## config.mk

```make
export PLATFORM = sky130hd
export DESIGN_NAME = pong_score_ctrl
export DESIGN_NICKNAME = d
export VERILOG_FILES = /design/src/rtl/pong_score_ctrl.sv
export SDC_FILE = /design/constraint.sdc
export NUM_CORES = 1
export LEC_CHECK = 0
export ABC_AREA = 1
export BUFFER_PORTS_ARGS = -buffer_cell sky130_fd_sc_hd__buf_2
export CAP_MARGIN = 0
export CORE_MARGIN = 8
export CORE_UTILIZATION = 40
export DETAILED_ROUTE_END_ITERATION = 10
export GPL_ROUTABILITY_DRIVEN = 1
export SLEW_MARGIN = 30
export SYNTH_ARGS = -nofsm -noshare
export SYNTH_HDL_FRONTEND = slang
export SYNTH_SLANG_ARGS = --single-unit
```

## constraint.sdc

```tcl
create_clock -name clk -period 5.2 [get_ports clk]
set_input_delay 1.04 -clock clk [delete_from_list [all_inputs] [get_ports clk]]
set_output_delay 1.04 -clock clk [all_outputs]
set_load 0.02 [all_outputs]
```

## src/rtl/pong_score_ctrl.sv

```systemverilog
// Score keeper for the ping-pong game: arbitrates left/right point pulses onto a
// single shared 2-digit BCD incrementer, detects the winning score and rotates serve.
module pong_score_ctrl #(
  parameter logic [7:0]  WIN_SCORE    = 8'h11,
  parameter int unsigned SERVE_EVERY  = 2,
  parameter logic        FIRST_SERVER = 1'b0
) (
  input  logic       clk,
  input  logic       rst_n,
  input  logic       point_L,
  input  logic       point_R,
  input  logic       new_game,
  output logic [7:0] score_L,
  output logic [7:0] score_R,
  output logic       server,
  output logic       score_upd,
  output logic       game_over,
  output logic       winner,
  output logic       busy,
  output logic       lost_pt
);

  typedef enum logic [2:0] {
    IDLE  = 3'd0,
    INC_L = 3'd1,
    INC_R = 3'd2,
    CHECK = 3'd3,
    OVER  = 3'd4
  } state_t;

  localparam int unsigned CNT_W = (SERVE_EVERY < 2) ? 1 : $clog2(SERVE_EVERY);
  localparam logic [CNT_W-1:0] SERVE_LAST = CNT_W'(SERVE_EVERY - 1);

  state_t           state, next_state;
  logic             pend_l, pend_r;
  logic             rr;
  logic             side, side_nxt;
  logic [CNT_W-1:0] serve_cnt;

  logic             rr_flip;
  logic             do_inc;
  logic             clr_pend_l, clr_pend_r;
  logic             win;
  logic             serve_adv;
  logic             set_l, set_r;
  logic [7:0]       inc_src, inc_res;
  logic             win_hit;

  // Two-digit BCD increment; each nibble wraps 9 -> 0, and 99 wraps to 00.
  function automatic logic [7:0] bcd_inc(input logic [7:0] v);
    logic [3:0] lo, hi;
    lo = v[3:0];
    hi = v[7:4];
    if (lo == 4'd9) begin
      lo = 4'd0;
      hi = (hi == 4'd9) ? 4'd0 : hi + 4'd1;
    end else begin
      lo = lo + 4'd1;
    end
    return {hi, lo};
  endfunction

  // The one incrementer is shared; `side` selects which score register feeds it.
  assign inc_src = side ? score_R : score_L;
  assign inc_res = bcd_inc(inc_src);
  assign win_hit = (inc_src == WIN_SCORE);

  assign set_l = point_L && !game_over;
  assign set_r = point_R && !game_over;

  // OVER is a resting state, so it does not count as busy.
  assign busy = pend_l || pend_r || (state inside {INC_L, INC_R, CHECK});

  // NOTE: asynchronous reset lives only in the sensitivity list; new_game is an
  // ordinary synchronous condition checked first inside the clocked branch.
  always_ff @(posedge clk or negedge rst_n) begin
    if (!rst_n) begin
      state <= IDLE;
    end else if (new_game) begin
      state <= IDLE;
    end else begin
      state <= next_state;
    end
  end

  // NOTE: every output of this block gets a default before the case statement,
  // so no path leaves a signal unassigned and no latch is inferred.
  always_comb begin
    next_state = state;
    side_nxt   = side;
    rr_flip    = 1'b0;
    do_inc     = 1'b0;
    clr_pend_l = 1'b0;
    clr_pend_r = 1'b0;
    score_upd  = 1'b0;
    win        = 1'b0;
    serve_adv  = 1'b0;
    unique case (state)
      IDLE: begin
        if (pend_l && pend_r) begin
          side_nxt   = rr;
          next_state = rr ? INC_R : INC_L;
          rr_flip    = 1'b1;
        end else if (pend_l) begin
          side_nxt   = 1'b0;
          next_state = INC_L;
        end else if (pend_r) begin
          side_nxt   = 1'b1;
          next_state = INC_R;
        end
      end
      INC_L: begin
        do_inc     = 1'b1;
        clr_pend_l = 1'b1;
        next_state = CHECK;
      end
      INC_R: begin
        do_inc     = 1'b1;
        clr_pend_r = 1'b1;
        next_state = CHECK;
      end
      CHECK: begin
        score_upd = 1'b1;
        if (win_hit) begin
          win        = 1'b1;
          next_state = OVER;
        end else begin
          serve_adv  = 1'b1;
          next_state = IDLE;
        end
      end
      OVER: begin
        clr_pend_l = 1'b1;
        clr_pend_r = 1'b1;
      end
      default: next_state = IDLE;
    endcase
  end

  // NOTE: all state registers use non-blocking assignments so every register
  // samples the pre-edge values, regardless of statement order.
  always_ff @(posedge clk or negedge rst_n) begin
    if (!rst_n) begin
      score_L   <= 8'h00;
      score_R   <= 8'h00;
      pend_l    <= 1'b0;
      pend_r    <= 1'b0;
      serve_cnt <= '0;
      server    <= FIRST_SERVER;
      game_over <= 1'b0;
      winner    <= 1'b0;
      lost_pt   <= 1'b0;
      rr        <= 1'b0;
      side      <= 1'b0;
    end else if (new_game) begin
      score_L   <= 8'h00;
      score_R   <= 8'h00;
      pend_l    <= 1'b0;
      pend_r    <= 1'b0;
      serve_cnt <= '0;
      server    <= FIRST_SERVER;
      game_over <= 1'b0;
      winner    <= 1'b0;
      lost_pt   <= 1'b0;
      rr        <= 1'b0;
      side      <= 1'b0;
    end else begin
      // A new point wins over a same-cycle clear, so it is never lost.
      pend_l <= set_l || (pend_l && !clr_pend_l);
      pend_r <= set_r || (pend_r && !clr_pend_r);
      if ((set_l && pend_l && !clr_pend_l) || (set_r && pend_r && !clr_pend_r)) begin
        lost_pt <= 1'b1;
      end

      side <= side_nxt;
      if (rr_flip) begin
        rr <= ~rr;
      end

      if (do_inc) begin
        if (side) begin
          score_R <= inc_res;
        end else begin
          score_L <= inc_res;
        end
      end

      if (win) begin
        game_over <= 1'b1;
        winner    <= side;
      end

      if (serve_adv) begin
        if (serve_cnt == SERVE_LAST) begin
          serve_cnt <= '0;
          server    <= ~server;
        end else begin
          serve_cnt <= serve_cnt + 1'b1;
        end
      end
    end
  end

endmodule
```

* After elaboration in Yosys (flattened, before gate mapping)
Index checks and enable logic that the tools add are counted.
Word-level totals: input bits 5, logic and storage cells 111, bits in registers 28
Operators by class: bitwise gates (word level) 2, mux-type cells 48, equal/unequal tests 10, add/subtract/negate cells 3, reduce and logical (&&, ||, !) cells 36
Operators by type and width (number):
- two-way mux 8 bit | 7
- two-way mux 1 bit | 31
- nonzero test 2 bit | 8
- two-way mux 3 bit | 5
- two-way mux 4 bit | 3
- case mux 3 bit (4 select lines) | 1
- AND reduction 2 bit | 5
- logical AND 1 bit | 9
- adder 4 x 1 -> 4 bit (second input constant) | 2
- == test 4 bit (second input constant) | 2
- == test 8 x 5 -> 1 bit (second input constant) | 1
- == test 3 x 2 -> 1 bit (second input constant) | 2
- OR reduction 2 bit | 3
- logical OR 1 bit | 5
- != test 5 bit (second input constant) | 1
- != test 2 bit (second input constant) | 2
- nonzero test 4 bit | 1
- == test 3 x 1 -> 1 bit (second input constant) | 1
- == test 3 bit (second input constant) | 1
- zero test 1 bit | 3
- zero test 3 bit | 1
- nonzero test 3 bit | 1
- two-way mux 2 bit | 1
- inverter 1 bit | 2
- adder 1 bit (second input constant) | 1

* Depth between registers and ports, before layout
depth in word-level cells 8, gate-level depth with buffers 12, mapped depth without buffers 11

* Worst setup path after synthesis
Ideal clock, no wire load.
path kind reg-to-output, start point register state[2], end point output port score_upd, data arrival time 1.054 ns, path buffers 0, setup slack 3.106 ns, cell stages (with the launch flop) 2, cells stage by stage dfrtp_1 -> nor3_1
On the way: word-level cells in the longest chain between the ends 2
RTL lines:
- start: declaration | line 34 | state_t state, next_state;
- start signal: assignment | line 82 | state <= next_state;
- == test 3 x 2 -> 1 bit | line 98 | unique case (state)
- two-way mux 1 bit | line 98
- end: declaration | line 16 | output logic score_upd,
No other way between the ends.

* Worst setup path after layout
Same ends and word-level chain as after synthesis.

==> metrics.cfg <==
[run_status]
status=finished clean

[worst_hold_path]
min_path_type=reg2reg

[setup_path]
criticalPathCategory=reg2out
cp_max_fo=4
cpPeakStageDelay_ps=470
end_kind=output pin
cp-start-kind=flip-flop
required_ps=4160
path_cells=nor3_1 -> buf_2
cp_slowest_cell=nor3_1
worstPathArrival_ps=1440

[clock_tree]
clockBufferDepth=2
htree_levels=1
clkSinkCount=28
clk_pin_slew_worst_paths_ps=100
cts_setup_buffers=0
cts_tree=yes
cts_buffers=3
cts_resized=0
hold_buffers=0
cts-root-buf=clkbuf_8
clk-insertion-delay-late_ps=280

[cells_and_area]
drive_gt1_share_pct=19.58
area_delta_synth_final_pct=14.00
final_common_cell=nand2_1
reg_top3=score_L: 8 flops, score_R: 8 flops, state: 3 flops
diodes=0
final_cell_mix=nand2_1, inv_1, dfrtp_1
nets=248
fillCellCount=425

[sta]
drv_slew=0
maxSlewHeadroom_pct=49.60
rsz0062_at_grt=false
fin_crit_ps=2478
clock_skew_ps=4.216
fin_crit_sh_pct=47.65
max_freq_mhz=403.6
worstMarginPinSlew_ps=756.0
setup_viol=0
hold_viol=0
finalSetupTns_ps=0

[synthesis]
syn_nets=221
synthMuxAreaShare_pct=0
synthCells=214
seq_area_frac_synth_pct=44.06
synth-simple-area-share_pct=33.52
yosys_warnings=0
ys_types=29
syn_area_um2=1590
synth_top_family_by_area=simple AND/OR/NAND/NOR gates
synth_compound_area_share_pct=11.25
syn_avg_cell_area_um2=7.431
ys_ff_latch=28
synth_fa_ha_area_share_pct=1.574
yosys.area_share.xor_xnor_pct=0.5507

[route]
wl_met3_um=217
drtPass1Iterations=4
met1Wirelength_um=1774
wl_um=3821
route.detailed.drc=0
drt-initial-drc-count=36
top_layer_used=met4
ant_nets=0
viasPerCell=4.807
met2_length_um=1782
vias=1394
post_drt_wl_per_cell_um=13.18

[placement]
hpwl_um=2865
finalWeightedCongestion=0.8010
io_buffers=26

[floorplan]
dieArea_um2=6250
io_pins=27
coreArea_um2=3914
start_util_pct=40.63
die_y_um=79.06
die_x_um=79.06
num_rows=23

[power]
power_uw=864.0
leakage_nw=0.9988
ir_drop_uv=198.8
pwr_density_cell_nw_per_um2=476.6

[grt]
grt_pass1_wl_um=6824
grt_pass1_vias=1424
track_usage_pct=13.31
grt_overflow=0
antenna_found_initial=0
grt_max_degree=29

[job]
max_cap_viol_count=0

-- worst paths after layout --
kind / cells after the start / slack (ps) / from / end
setup / recovery: 2 / 2720 / state[2] / score_upd
hold reg to reg: 2 / 510 / score_L[3] / score_L[3]
min in group asynchronous: 1 / 760 / rst_n / state[1]
setup reg to reg: 8 / 3140 / side / winner
hold / removal: 2 / 510 / score_L[3] / score_L[3]
max in group asynchronous: 1 / 4030 / rst_n / winner
-- metal layers --
layer  GRT usage (%)  vias to the layer above
li1                -                      725
met1           15.95                      634
met2           23.01                       30
met3           3.047                        5
met4           4.074                        0
met5               0                        -
-- layout make-up --
type	count	area [um^2]	area share [%]
flip-flops and latches	28	700.7	38.65
well taps	50	62.56	3.451
multi-input cells	151	745.7	41.13
repair buffers	26	130.1	7.177
inverters	31	118.9	6.556
clock buffers	4	55.05	3.037
-- worst max-delay path: cells and delay by family (launching register included) --
family,cells,cell delay [ps]
flops,1,430
simple gates,1,470
buf+inv,1,260
-- cells in the mapped netlist --
cell | instances | area share, %
nor2_2 | 2 | 0.79
a211oi_1 | 1 | 0.47
ha_1 | 2 | 1.6
inv_1 | 28 | 6.6
nand2_1 | 69 | 16
nor2_1 | 15 | 3.5
o21ai_2 | 1 | 0.55
a21oi_2 | 1 | 0.55
inv_4 | 1 | 0.39
inv_2 | 1 | 0.24
clkinv_1 | 1 | 0.24
nand3_4 | 1 | 1.1
a21oi_4 | 1 | 1.0
buf_2 | 2 | 0.63
o21ai_0 | 8 | 2.5
buf_6 | 1 | 0.71
clkbuf_1 | 1 | 0.24
o211ai_1 | 1 | 0.47
nor2_8 | 1 | 1.3
nor3_1 | 3 | 0.94
nand4_1 | 2 | 0.79
nand3_1 | 16 | 5.0
o21ai_1 | 9 | 2.8
dfrtp_1 | 28 | 44
nand2_4 | 2 | 1.4
or2_2 | 1 | 0.39
xor2_1 | 1 | 0.55
nand2_2 | 5 | 2.0
a21oi_1 | 9 | 2.8
-- kinds of logic (layout without fill, tap and decap cells) --
family | after synthesis | after routing
AND/OR/NAND/NOR | 117 | 117
buffers and inverters | 35 | 61
AO/OA/AOI/OAI | 31 | 31
flip-flops | 28 | 28
adder cells (fa/ha/maj) | 2 | 2
XOR/XNOR | 1 | 1
-- metrics by stage --
step	cell area (um^2)	hold slack, ps	util [%]	cells	setup slack [ps]
5_1_grt	1813	546.6	46.32	290	2600
3_3_place_gp	1758	490.3	44.92	286	2783
3_5_place_dp	1758	487.6	44.92	286	2666
6_report	1813	506.6	46.32	290	2722
4_1_cts	1813	513.2	46.32	290	2700
2_1_floorplan	1590	478.1	-	214	3106
-- where the power goes --
group          internal, mW  switching [mW]  leakage [nW]  total [mW]
combinational         0.127           0.274         0.596       0.401
sequential            0.270          0.0531         0.374       0.323
clock                0.0679          0.0716        0.0288       0.140
total                 0.465           0.399         0.999       0.864
Note: power is estimated with default switching activity, not from simulation.
